==> src/rtl/periph_pkg.sv <==
// Shared definitions for the peripheral bus responder.
// Holds the register index enum, byte offsets, CTRL bit positions, and a byte-enable merge helper.
package periph_pkg;

  // Register index as decoded from addr[4:2].
  typedef enum logic [2:0] {
    REG_LED      = 3'd0,
    REG_CTRL     = 3'd1,
    REG_MTIME_LO = 3'd2,
    REG_MTIME_HI = 3'd3,
    REG_CMP_LO   = 3'd4,
    REG_CMP_HI   = 3'd5,
    REG_PRESCALE = 3'd6,
    REG_STATUS   = 3'd7
  } reg_idx_e;

  // Byte offsets within the window.
  localparam logic [7:0] OFF_LED      = 8'h00;
  localparam logic [7:0] OFF_CTRL     = 8'h04;
  localparam logic [7:0] OFF_MTIME_LO = 8'h08;
  localparam logic [7:0] OFF_MTIME_HI = 8'h0C;
  localparam logic [7:0] OFF_CMP_LO   = 8'h10;
  localparam logic [7:0] OFF_CMP_HI   = 8'h14;
  localparam logic [7:0] OFF_PRESCALE = 8'h18;
  localparam logic [7:0] OFF_STATUS   = 8'h1C;

  // CTRL bit positions.
  localparam int CTRL_TIMER_EN = 0;
  localparam int CTRL_IRQ_EN   = 1;

  // Replace the enabled bytes of old_word with the matching bytes of new_word.
  function automatic logic [31:0] merge_bytes(input logic [31:0] old_word,
                                              input logic [31:0] new_word,
                                              input logic [3:0]  be);
    logic [31:0] result;
    for (int i = 0; i < 4; i++) begin
      result[i*8 +: 8] = be[i] ? new_word[i*8 +: 8] : old_word[i*8 +: 8];
    end
    return result;
  endfunction

endpackage

==> src/rtl/periph_timer.sv <==
// Prescaled 64-bit machine timer with compare register.
// Ports:
//   clk_sys, rst_sys_n       clock, asynchronous active-low reset
//   timer_en                 counting enable (holds prescaler and mtime when low)
//   prescale                 prescaler terminal value
//   prescale_wr              PRESCALE was written: restart the prescaler
//   mtime_lo_wr/hi_wr        load a half of mtime from wr_word
//   cmp_lo_wr/hi_wr          load a half of mtimecmp from wr_word
//   wr_word                  already byte-merged write data
//   mtime_lo_rd              MTIME_LO is being read: capture the high half
//   mtime, cmp               current timer and compare values
//   mtime_hi_shadow          high half captured by the last MTIME_LO read
//   cmp_hit                  mtime >= mtimecmp
module periph_timer
  import periph_pkg::*;
(
  input  logic        clk_sys,
  input  logic        rst_sys_n,
  input  logic        timer_en,
  input  logic [15:0] prescale,
  input  logic        prescale_wr,
  input  logic        mtime_lo_wr,
  input  logic        mtime_hi_wr,
  input  logic        cmp_lo_wr,
  input  logic        cmp_hi_wr,
  input  logic [31:0] wr_word,
  input  logic        mtime_lo_rd,
  output logic [63:0] mtime,
  output logic [63:0] cmp,
  output logic [31:0] mtime_hi_shadow,
  output logic        cmp_hit
);

  logic [7:0]  presc_cnt_reg;
  logic [63:0] mtime_reg;
  logic [63:0] cmp_reg;
  logic [31:0] shadow_reg;
  logic        presc_match;
  logic        tick;

  // The counter is only 8 bits; a PRESCALE above 255 never matches and stalls mtime.
  assign presc_match = ({8'd0, presc_cnt_reg} == prescale);
  assign tick        = timer_en & presc_match;

  always_ff @(posedge clk_sys or negedge rst_sys_n) begin
    if (!rst_sys_n) begin
      presc_cnt_reg <= 8'd0;
    end else if (prescale_wr) begin
      presc_cnt_reg <= 8'd0;
    end else if (timer_en) begin
      presc_cnt_reg <= presc_match ? 8'd0 : presc_cnt_reg + 8'd1;
    end
  end

  // A bus write to either half takes priority; a tick in that cycle is dropped.
  // Writing LO never carries into HI.
  always_ff @(posedge clk_sys or negedge rst_sys_n) begin
    if (!rst_sys_n) begin
      mtime_reg <= 64'd0;
    end else if (mtime_lo_wr) begin
      mtime_reg <= {mtime_reg[63:32], wr_word};
    end else if (mtime_hi_wr) begin
      mtime_reg <= {wr_word, mtime_reg[31:0]};
    end else if (tick) begin
      mtime_reg <= mtime_reg + 64'd1;
    end
  end

  always_ff @(posedge clk_sys or negedge rst_sys_n) begin
    if (!rst_sys_n) begin
      cmp_reg <= 64'hFFFF_FFFF_FFFF_FFFF;
    end else if (cmp_lo_wr) begin
      cmp_reg <= {cmp_reg[63:32], wr_word};
    end else if (cmp_hi_wr) begin
      cmp_reg <= {wr_word, cmp_reg[31:0]};
    end
  end

  // Snapshot HI at the same instant LO is returned so a LO-then-HI read pair is coherent.
  always_ff @(posedge clk_sys or negedge rst_sys_n) begin
    if (!rst_sys_n) begin
      shadow_reg <= 32'd0;
    end else if (mtime_lo_rd) begin
      shadow_reg <= mtime_reg[63:32];
    end
  end

  assign mtime           = mtime_reg;
  assign cmp             = cmp_reg;
  assign mtime_hi_shadow = shadow_reg;
  assign cmp_hit         = (mtime_reg >= cmp_reg);

endmodule

==> src/rtl/periph_bus_resp.sv <==
// Data-bus responder for the req/gnt/rvalid protocol, hosting LED, CTRL,
// a prescaled 64-bit timer with compare, PRESCALE and STATUS registers.
// Ports:
//   clk_sys, rst_sys_n      clock, asynchronous active-low reset
//   req_i, we_i, be_i       request, write flag, byte enables
//   addr_i, wdata_i         byte address (bits [4:2] select register), write data
//   gnt_o                   grant, equal to req_i
//   rvalid_o, err_o, rdata_o  registered response, one cycle after each grant
//   led_o                   LED register contents
//   irq_timer_o             registered level timer interrupt
module periph_bus_resp
  import periph_pkg::*;
#(
  parameter int unsigned LedWidth    = 4,
  parameter logic [15:0] PrescaleRst = 16'd0
) (
  input  logic                clk_sys,
  input  logic                rst_sys_n,
  input  logic                req_i,
  input  logic                we_i,
  input  logic [3:0]          be_i,
  input  logic [31:0]         addr_i,
  input  logic [31:0]         wdata_i,
  output logic                gnt_o,
  output logic                rvalid_o,
  output logic                err_o,
  output logic [31:0]         rdata_o,
  output logic [LedWidth-1:0] led_o,
  output logic                irq_timer_o
);

  reg_idx_e            idx;
  logic                err_cond;
  logic                accept;
  logic                wr_en;
  logic                rd_en;
  logic [31:0]         cur_word;
  logic [31:0]         rd_word;
  logic [31:0]         wr_word;

  logic [LedWidth-1:0] led_reg;
  logic [1:0]          ctrl_reg;
  logic [15:0]         prescale_reg;
  logic                rvalid_reg;
  logic                err_reg;
  logic [31:0]         rdata_reg;
  logic                irq_reg;

  logic [63:0]         mtime;
  logic [63:0]         cmp;
  logic [31:0]         mtime_hi_shadow;
  logic                cmp_hit;

  // Upper address bits are decoded by the surrounding fabric.
  logic                unused_addr;
  assign unused_addr = ^{addr_i[31:5]};

  assign idx      = reg_idx_e'(addr_i[4:2]);
  assign err_cond = (addr_i[1:0] != 2'b00) | (~we_i & (be_i == 4'd0));
  assign accept   = req_i & ~err_cond;
  // be=0 writes are accepted with a normal response but touch nothing.
  assign wr_en    = accept & we_i & (be_i != 4'd0);
  assign rd_en    = accept & ~we_i;

  // Actual register contents, used as the base for byte-merged writes.
  always_comb begin
    cur_word = 32'd0;
    unique case (idx)
      REG_LED:      cur_word = 32'(led_reg);
      REG_CTRL:     cur_word = 32'(ctrl_reg);
      REG_MTIME_LO: cur_word = mtime[31:0];
      REG_MTIME_HI: cur_word = mtime[63:32];
      REG_CMP_LO:   cur_word = cmp[31:0];
      REG_CMP_HI:   cur_word = cmp[63:32];
      REG_PRESCALE: cur_word = 32'(prescale_reg);
      REG_STATUS:   cur_word = 32'(cmp_hit);
      default:      cur_word = 32'd0;
    endcase
  end

  // MTIME_HI reads return the shadow; every other register reads its contents.
  assign rd_word = (idx == REG_MTIME_HI) ? mtime_hi_shadow : cur_word;
  assign wr_word = merge_bytes(cur_word, wdata_i, be_i);

  always_ff @(posedge clk_sys or negedge rst_sys_n) begin
    if (!rst_sys_n) begin
      led_reg      <= '0;
      ctrl_reg     <= 2'd0;
      prescale_reg <= PrescaleRst;
    end else if (wr_en) begin
      if (idx == REG_LED)      led_reg      <= wr_word[LedWidth-1:0];
      if (idx == REG_CTRL)     ctrl_reg     <= wr_word[1:0];
      if (idx == REG_PRESCALE) prescale_reg <= wr_word[15:0];
    end
  end

  periph_timer u_timer (
    .clk_sys         (clk_sys),
    .rst_sys_n       (rst_sys_n),
    .timer_en        (ctrl_reg[CTRL_TIMER_EN]),
    .prescale        (prescale_reg),
    .prescale_wr     (wr_en & (idx == REG_PRESCALE)),
    .mtime_lo_wr     (wr_en & (idx == REG_MTIME_LO)),
    .mtime_hi_wr     (wr_en & (idx == REG_MTIME_HI)),
    .cmp_lo_wr       (wr_en & (idx == REG_CMP_LO)),
    .cmp_hi_wr       (wr_en & (idx == REG_CMP_HI)),
    .wr_word         (wr_word),
    .mtime_lo_rd     (rd_en & (idx == REG_MTIME_LO)),
    .mtime           (mtime),
    .cmp             (cmp),
    .mtime_hi_shadow (mtime_hi_shadow),
    .cmp_hit         (cmp_hit)
  );

  // Response pipeline: one response per grant, data zeroed for writes and errors.
  always_ff @(posedge clk_sys or negedge rst_sys_n) begin
    if (!rst_sys_n) begin
      rvalid_reg <= 1'b0;
      err_reg    <= 1'b0;
      rdata_reg  <= 32'd0;
      irq_reg    <= 1'b0;
    end else begin
      rvalid_reg <= req_i;
      err_reg    <= req_i & err_cond;
      rdata_reg  <= rd_en ? rd_word : 32'd0;
      irq_reg    <= ctrl_reg[CTRL_IRQ_EN] & cmp_hit;
    end
  end

  assign gnt_o       = req_i;
  assign rvalid_o    = rvalid_reg;
  assign err_o       = err_reg;
  assign rdata_o     = rdata_reg;
  assign led_o       = led_reg;
  assign irq_timer_o = irq_reg;

endmodule

==> config.mk <==
export PLATFORM = sky130hd
export DESIGN_NAME = periph_bus_resp
export DESIGN_NICKNAME = d
export VERILOG_FILES = /design/src/rtl/periph_pkg.sv /design/src/rtl/periph_timer.sv /design/src/rtl/periph_bus_resp.sv
export SDC_FILE = /design/constraint.sdc
export NUM_CORES = 1
export LEC_CHECK = 0
export CAP_MARGIN = 20
export CORE_MARGIN = 5
export CORE_UTILIZATION = 65
export CTS_BUF_LIST = sky130_fd_sc_hd__clkbuf_2 sky130_fd_sc_hd__clkbuf_4 sky130_fd_sc_hd__clkbuf_8
export DETAILED_ROUTE_END_ITERATION = 6
export PLACE_DENSITY = 0.88
export SYNTH_ARGS = -nofsm -noshare
export SYNTH_HDL_FRONTEND = slang
export SYNTH_HIERARCHICAL = 1
export SYNTH_SLANG_ARGS = --single-unit
==> constraint.sdc <==
create_clock -name clk_sys -period 7.8 [get_ports clk_sys]
set_input_delay 2.34 -clock clk_sys [delete_from_list [all_inputs] [get_ports clk_sys]]
set_output_delay 2.34 -clock clk_sys [all_outputs]
set_load 0.02 [all_outputs]
* Word-level counts from Yosys, hierarchy flattened
Cells that the tools add are included.
** Word-level totals
- Register bits after elaboration :: 225
- Input bits :: 72
** Operators by class
- $add $sub $neg :: 2
- $lt $le $gt $ge :: 1
- Equality and inequality tests :: 9
- Multiplexer cells :: 14
- Bitwise logic cells :: 19
- Reduce and logical (&&, ||, !) cells :: 13
** Operators by type and width (count)
- $pmux W32 S8 :: 1
- $mux W32 :: 4
- $mux W64 :: 2
- $add A64 B1 Y64 const B :: 1
- $ge A64 B64 Y1 :: 1
- $mux W8 :: 7
- $eq A8 B16 Y1 :: 1
- $and A1 B1 Y1 :: 14
- $eq A3 B3 Y1 const B :: 4
- $reduce_and A2 Y1 :: 6
- $add A8 B1 Y8 const B :: 1
- $reduce_bool A2 Y1 :: 4
- $eq A3 B2 Y1 const B :: 2
- $logic_not A4 Y1 :: 1
- $not A1 Y1 :: 4
- $reduce_bool A4 Y1 :: 1
- $eq A3 B1 Y1 const B :: 1
- $logic_not A3 Y1 :: 1
- $ne A2 B1 Y1 const B :: 1
- $or A1 B1 Y1 :: 1

* Depth between registers and ports, before layout
Gate-level depths: netlist of the first run.
- Word-level depth :: 10
- Mapped depth :: 15
- Gate-level depth less buffers :: 15

* Modules after synthesis
The synthesis of the first run kept the hierarchy.
** By module, submodules not included
- periph_timer :: instances 1, cells each 1021, area an instance 9467.8 sq um, sequential area each 4284.1 sq um
- periph_bus_resp :: instances 1, cells each 407, area an instance 3860.0 sq um, sequential area each 1426.4 sq um

* Worst setup path before layout of the first run
Ideal clock, no wire load.
- Path kind :: input-to-output
- Start point :: input req_i
- End point :: output gnt_o
- Arrival :: 2.474 ns
- Required time :: 5.460 ns
- Path slack :: 2.986 ns
- Cell stages on the path :: 1
- Path buffers :: 1
- Path through :: buf_4
** RTL lines
- start, declared :: line periph_bus_resp.sv:19 : input logic req_i,
- end, declared :: line periph_bus_resp.sv:24 : output logic gnt_o,
No word-level cell between the ends.

* Worst setup path after layout of the first run
- Start point :: input be_i[2]
- End point :: register u_timer.mtime_reg[37] (netlist: u_timer/mtime[37])
** On the way
- Longest elaborated chain between the ends :: 10
** RTL lines
- start, declared :: line periph_bus_resp.sv:21 : input logic [3:0] be_i,
- $logic_not A4 Y1 :: line periph_bus_resp.sv:59 : assign err_cond = (addr_i[1:0] != 2'b00) | (~we_i & (be_i == 4'd0));
- $and A1 B1 Y1 :: line periph_bus_resp.sv:59
- $or A1 B1 Y1 :: line periph_bus_resp.sv:59
- $not A1 Y1 :: line periph_bus_resp.sv:60 : assign accept = req_i & ~err_cond;
- $and A1 B1 Y1 :: line periph_bus_resp.sv:60
- $and A1 B1 Y1 :: line periph_bus_resp.sv:62 : assign wr_en = accept & we_i & (be_i != 4'd0);
- $and A1 B1 Y1 * :: line periph_bus_resp.sv:62
- $and A1 B1 Y1 (on tied branches) :: line periph_bus_resp.sv:104, periph_bus_resp.sv:103
- $reduce_bool A2 Y1 (no source line) / $not A1 Y1 (equally long branches)
- $reduce_and A2 Y1 (no source line)
- end signal, assigned :: line periph_timer.sv:61 : mtime_reg <= {mtime_reg[63:32], wr_word};
- end signal, assigned :: line periph_timer.sv:63 : mtime_reg <= {wr_word, mtime_reg[31:0]};
- end signal, assigned :: line periph_timer.sv:65 : mtime_reg <= mtime_reg + 64'd1;
- end, declared :: line periph_timer.sv:35 : logic [63:0] mtime_reg;
Mark *: on every way between the ends. The rest lies on a longest branch, timed or not. The select of a mux whose other input is x is not followed.
A chain may end at the register's enable or synchronous reset.

==> impl_metrics.toml, run 1 <==
[status]
status = "finished clean"

[synthesis]
ys.warnings.count = 6
synth_edf_count = 0
synth_flop_cell = "dfrtp_1"
syn_nets = 1566
async_flop_share_pct = 100.0
syn-mean-instance-area_um2 = 9.333
ys_ff_latch = 225
syn_inst = 1428
yosys.cell_types.count = 70
yosysSeqAreaShare_pct = 42.85
syn-cell-area_mm2 = 0.01333

[final_layout]
fin_nets = 1637
drive_above_1_share_pct = 16.61
area_delta_synth_final_pct = 14.48
finish.instance_area_mm2 = 0.01526

[sta]
fmax_ghz = 0.1671
min_period_over_period_pct = 76.71
setup_ws_ns = 1.816
finalHoldViolCount = 0
skew_ns = 0.02186
setup_violations = 0
rsz0062_at_grt = "false"
layout_min_cycle_time_ns = 5.984
max-slew-margin-rel_pct = 13.01
drv_slew = 0
timing.hold.ws_ns = 0.5097
fin_setup_tns_ns = 0
tightest_slew_ns = 1.302

[grt]
grt_pass1_vias = 11648
grt_overflow = 0
grt_pass1_wl_mm = 64.20
gr-usage-all-layers_pct = 34.14
grt_max_degree = 145
grt_antenna_before_repair = 2

[setup_path]
required_ns = 8.21
critical_path_class = "input port to register"
cp-start-kind = "input port"
crit_chain = "clkdlybuf4s50_1 -> or4_4 -> nand4_1 -> nor3_2 -> inv_2 -> nand2_1 -> or4_1 -> nand2_1 -> nand2_1 -> mux2i_1 -> a21oi_1"
path_max_fanout = 19
crit_slowest_cell = "clkdlybuf4s50_1"
crit_top_cell = "nand2_1"
max_stage_delay_ns = 0.75
cp_top_family = "simple AND/OR/NAND/NOR gates"
critPathCaptureType = "register"
path_buf_inv = 2
crit_arrival_ns = 6.40

[clock_network]
htree_levels = 2
clock_sinks = 225
post_cts_resized = 0
clk_latency_ns = 0.55
clkSlewWorstSetupHoldPaths_ns = 0.07
cts_setup_buffers = 0
cts_made_buffers = 40
cts_tree = "yes"
ctsHoldBuffers = 0
cts_root_buffer = "clkbuf_8"
cts_buffer_depth = 3

[placed_design]
place_area_mm2 = 0.01436
dpl.hpwl_mm = 28.37
place_ws_ns = 1.525
port_buffers = 84
gp_congestion = 0.9673

[die]
initial_core_util_pct = 65.87
die_h_um = 153.2
core_area_mm2 = 0.02023
rows = 52
pin_count = 112
die-area_mm2 = 0.02347
dieWidth_um = 153.2

[power]
p_leak_nw = 6.894
p_per_area_mw_per_mm2 = 217.8
fin_total_pwr_mw = 3.323
peakVddDrop_mv = 0.1275

[route]
vias = 11939
drc_errors = 0
initialDrtViolationCount = 1509
wl_per_cell_um = 22.99
wl_mm = 41.39
first_pass_iters = 5
ant_nets = 0
routed_via_density = 6.633

[hold_path]
hold_class = "register to register"

[run]
cap_violations = 0
-- power breakdown --
group	total (mW)	internal, mW	switching, mW
registers	1.51	1.35	0.158
clock network	1.18	0.682	0.499
logic	0.633	0.264	0.369
total	3.32	2.30	1.03
-- worst register-to-register path: cells and delay by family (launching register included) --
kind	cells	cell delay, ns
compound gates	6	2.09
buf+inv	2	0.26
fa+ha+maj	1	0.32
mux	1	0.30
flops	1	0.53
simple gates	4	0.95
-- path summary, 6_finish.rpt --
kind                                            startpoint                          end  slack (ns)  cells past startpoint
worst max register to register             u_timer/cmp[30]              prescale_reg[0]        3.22                     14
min in group asynchronous                        rst_sys_n                  ctrl_reg[1]        1.78                      1
worst min register to register  u_timer/mtime_hi_shadow[4]   u_timer/mtime_hi_shadow[4]        0.51                      1
worst max-delay path                               be_i[2]            u_timer/mtime[37]        1.82                     11
max in group asynchronous                        rst_sys_n  u_timer/mtime_hi_shadow[25]        4.84                      2
worst min-delay path            u_timer/mtime_hi_shadow[4]   u_timer/mtime_hi_shadow[4]        0.51                      1
-- logic make-up after synthesis --
logic type	count (synthesis)	share of synthesized area, %
and+or+nand+nor	477	17.24
AOI/OAI and AO/OA	303	13.83
DFF	225	42.85
buffers and inverters	165	5.069
muxes	135	11.08
adders and majority gates	66	6.196
xor gates and xnor gates	57	3.746
-- routing by layer --
metal	part of all wire (%)	GRT usage, %	vias up	routed length (µm)
met5	0.031	0	-	13
li1	-	-	5209	-
met4	4.0	13.07	2	1670
met2	45	52.62	854	18560
met3	13	8.397	152	5203
met1	39	46.97	5722	15940
-- Yosys cell counts, drive strengths merged (5+ instances only) --
cell     instances  area (µm²)
or3              8       50.05
and3             6       37.54
and2             6       37.54
o22ai           38       237.7
nor4            16       133.9
a21oi           59       295.3
buf             28       156.4
mux2            79       915.9
nor2           107       401.6
inv             89       339.1
a221oi           9       78.83
nand4           38       244.0
or4              5       41.29
nor2b            5       31.28
xor2            13       113.9
nand2          173       649.4
o2bb2ai         11       96.34
nor3            51       286.5
or2              6       37.54
a21o            15       112.6
a211oi           8       60.06
a22oi            9       67.56
dfstp           64        1682
clkbuf          48       180.2
o31ai            6       45.04
o21ai          121       605.6
a221o            9       90.09
nand2b           6       37.54
mux2i           56       560.5
xnor2           44       385.4
ha              66       825.8
nand3           37       197.7
dfrtp          161        4029
-- final cells by class --
class | count | area, µm²
multi-input cells | 1038 | 6967
flip-flops and latches | 225 | 5710
fillers | 1366 | 4977
repair buffers | 105 | 1035
clock buffers | 65 | 800.8
inverters | 89 | 339.1
well taps | 270 | 337.8
clock inverters | 7 | 65.06
diodes | 1 | 2.502
-- per-stage QoR --
stage               util [%]  instances
global placement       70.94       1724
global route           75.39       1799
detailed placement     70.94       1724
floorplan                  -       1428
finish                 75.40       1800
CTS                    75.22       1796
-- cells in the final DEF (no fill, tap or decap), types with 44 or more instances in the layout --
cell type	n
xnor2_1	44
ha_1	66
dfrtp_1	161
nand2_1	173
clkdlybuf4s50_1	82
mux2_2	62
a21oi_1	59
mux2i_1	56
inv_1	86
nor2_1	106
clkbuf_8	51
o21ai_0	117
dfstp_2	64
Power figures use the tool's default switching activity.
==> inputs of run 2 (changes only) <==
--- a/config.mk
+++ b/config.mk
@@ -7,10 +7,10 @@
 export LEC_CHECK = 0
 export CAP_MARGIN = 20
 export CORE_MARGIN = 5
-export CORE_UTILIZATION = 65
+export CORE_UTILIZATION = 61
 export CTS_BUF_LIST = sky130_fd_sc_hd__clkbuf_2 sky130_fd_sc_hd__clkbuf_4 sky130_fd_sc_hd__clkbuf_8
 export DETAILED_ROUTE_END_ITERATION = 6
-export PLACE_DENSITY = 0.88
+export PLACE_DENSITY = 0.83
 export SYNTH_ARGS = -nofsm -noshare
 export SYNTH_HDL_FRONTEND = slang
 export SYNTH_HIERARCHICAL = 1
==> constraint.sdc (replaced) <==
create_clock -name clk_sys -period 5.8 [get_ports clk_sys]
set_input_delay 1.74 -clock clk_sys [delete_from_list [all_inputs] [get_ports clk_sys]]
set_output_delay 1.74 -clock clk_sys [all_outputs]
set_load 0.02 [all_outputs]
==> impl_metrics.toml, run 2 (synthesized netlist as in run 1, its figures left out) <==
[die]
pin_count = 112
dieWidth_um = 157.8
die-area_mm2 = 0.02491
die_h_um = 157.8
rows = 54
initial_core_util_pct = 61.45
core_area_mm2 = 0.02169

[setup_path]
path_buf_inv = 2
required_ns = 4.06
crit_end = "gnt_o"
critPathCaptureType = "output pin"
path_max_fanout = 6
critical_path_class = "input port to output pin"
worst-path-stages = 2
crit_chain = "clkdlybuf4s50_1 -> clkdlybuf4s50_1"
crit_arrival_ns = 2.93
cp_top_family = "buffers and inverters"
crit_start = "req_i"
r2r_start = "u_timer/cmp[30]"
regToRegSetupSlack_ns = 1.29
crit_slowest_cell = "clkdlybuf4s50_1"
cp-start-kind = "input port"
max_stage_delay_ns = 0.64
rr_worst_depth = 14
crit_top_cell = "clkdlybuf4s50_1"
r2r-end = "prescale_reg[0]"

[route]
routed_via_density = 6.499
drc_errors = 0
wl_per_cell_um = 22.35
initialDrtViolationCount = 1616
first_pass_iters = 7
wl_mm = 40.85
ant_nets = 0
vias = 11880

[sta]
min_period_over_period_pct = 80.60
tightest_slew_ns = 1.211
setup_violations = 0
layout_min_cycle_time_ns = 4.675
skew_ns = 0.01970
fin_setup_tns_ns = 0
max-slew-margin-rel_pct = 18.66
fmax_ghz = 0.2139
setup_ws_ns = 1.125
rsz0062_at_grt = "false"
finalHoldViolCount = 0
drv_slew = 0

[grt]
gr-usage-all-layers_pct = 32.87
grt_overflow = 0
grt_max_degree = 126
grt_antenna_before_repair = 2
grt_pass1_wl_mm = 63.83
grt_pass1_vias = 11416

[clock_network]
clk_latency_ns = 0.55
ctsHoldBuffers = 0
cts_made_buffers = 41
cts_setup_buffers = 0
post_cts_resized = 0
clkSlewWorstSetupHoldPaths_ns = 0.06
cts_root_buffer = "clkbuf_8"
cts_tree = "yes"
clock_sinks = 225
htree_levels = 2
cts_buffer_depth = 3

[final_layout]
drive_above_1_share_pct = 17.64
utilization_pct = 71.20
final_cell_mix = "nand2_1, dfrtp_1, o21ai_0"
area_delta_synth_final_pct = 15.87
fin_nets = 1654
n_fill_cell = 1560
final_common_cell = "nand2_1"
antenna-diode-count = 0

[hold_path]
min_from = "u_timer/mtime_hi_shadow[5]"
hold_class = "register to register"

[power]
p_leak_nw = 7.008
fin_total_pwr_mw = 4.573
p_per_area_mw_per_mm2 = 296.2
peakVddDrop_mv = 0.1587

[placed_design]
place_ws_ns = 0.7634
dpl.hpwl_mm = 28.51
port_buffers = 84
gp_congestion = 0.9866

[status]
status = "finished clean"

[run]
cap_violations = 0
==> run 2: cell types whose count changed in the layout (fill, tap and decap cells not counted), sizes merged <==
cell,previous run,this run
buf,22,39
bufinv,1,3
clkbuf,66,64
clkinv,4,7
clkinvlp,2,1
diode,1,0
==> run 2: how the worst min path moves through the flow <==
stage / end / depth (start not counted) / slack [ns]
2_1_floorplan: irq_timer_o / 1 / 0.47
3_3_place_gp: u_timer/mtime_hi_shadow[31] / 1 / 0.49
3_5_place_dp: u_timer/mtime_hi_shadow[28] / 1 / 0.50
4_1_cts: u_timer/mtime_hi_shadow[5] / 1 / 0.51
5_1_grt: u_timer/mtime_hi_shadow[5] / 1 / 0.52
6_report: u_timer/mtime_hi_shadow[5] / 1 / 0.51
==> run 2: area by class of cell <==
cell class                      instances  area (µm²)  area share [%]
Multi-Input combinational cell       1038        6967           45.11
Inverter                               89       339.1           2.196
Clock inverter                         11       132.6          0.8589
Sequential cell                       225        5710           36.98
Tap cell                              280       350.3           2.269
Clock buffer                           64       812.0           5.258
Timing Repair Buffer                  121        1131           7.325
==> run 2: metal layers <==
metal	vias to the layer above	part of all wire (%)	global-route usage, %
li1	5261	-	-
met1	5773	40	45.20
met2	704	45	50.93
met3	138	11	7.354
met4	4	4.0	12.90
met5	-	0.083	0
==> run 2: stage by stage <==
step	hold WS, ns	cell area, µm²	instances
floorplan	0.4714	13330	1428
global route	0.5167	15440	1828
global placement	0.4897	14500	1753
finish	0.5102	15440	1828
CTS	0.5092	15440	1828
detailed placement	0.4967	14500	1753
==> run 2: power breakdown <==
part | switching (mW) | internal (mW) | leakage, nW | total [mW]
registers | 0.204 | 1.82 | 2.84 | 2.02
logic | 0.486 | 0.358 | 3.67 | 0.845
clock network | 0.680 | 1.03 | 0.502 | 1.71
total | 1.37 | 3.20 | 7.01 | 4.57
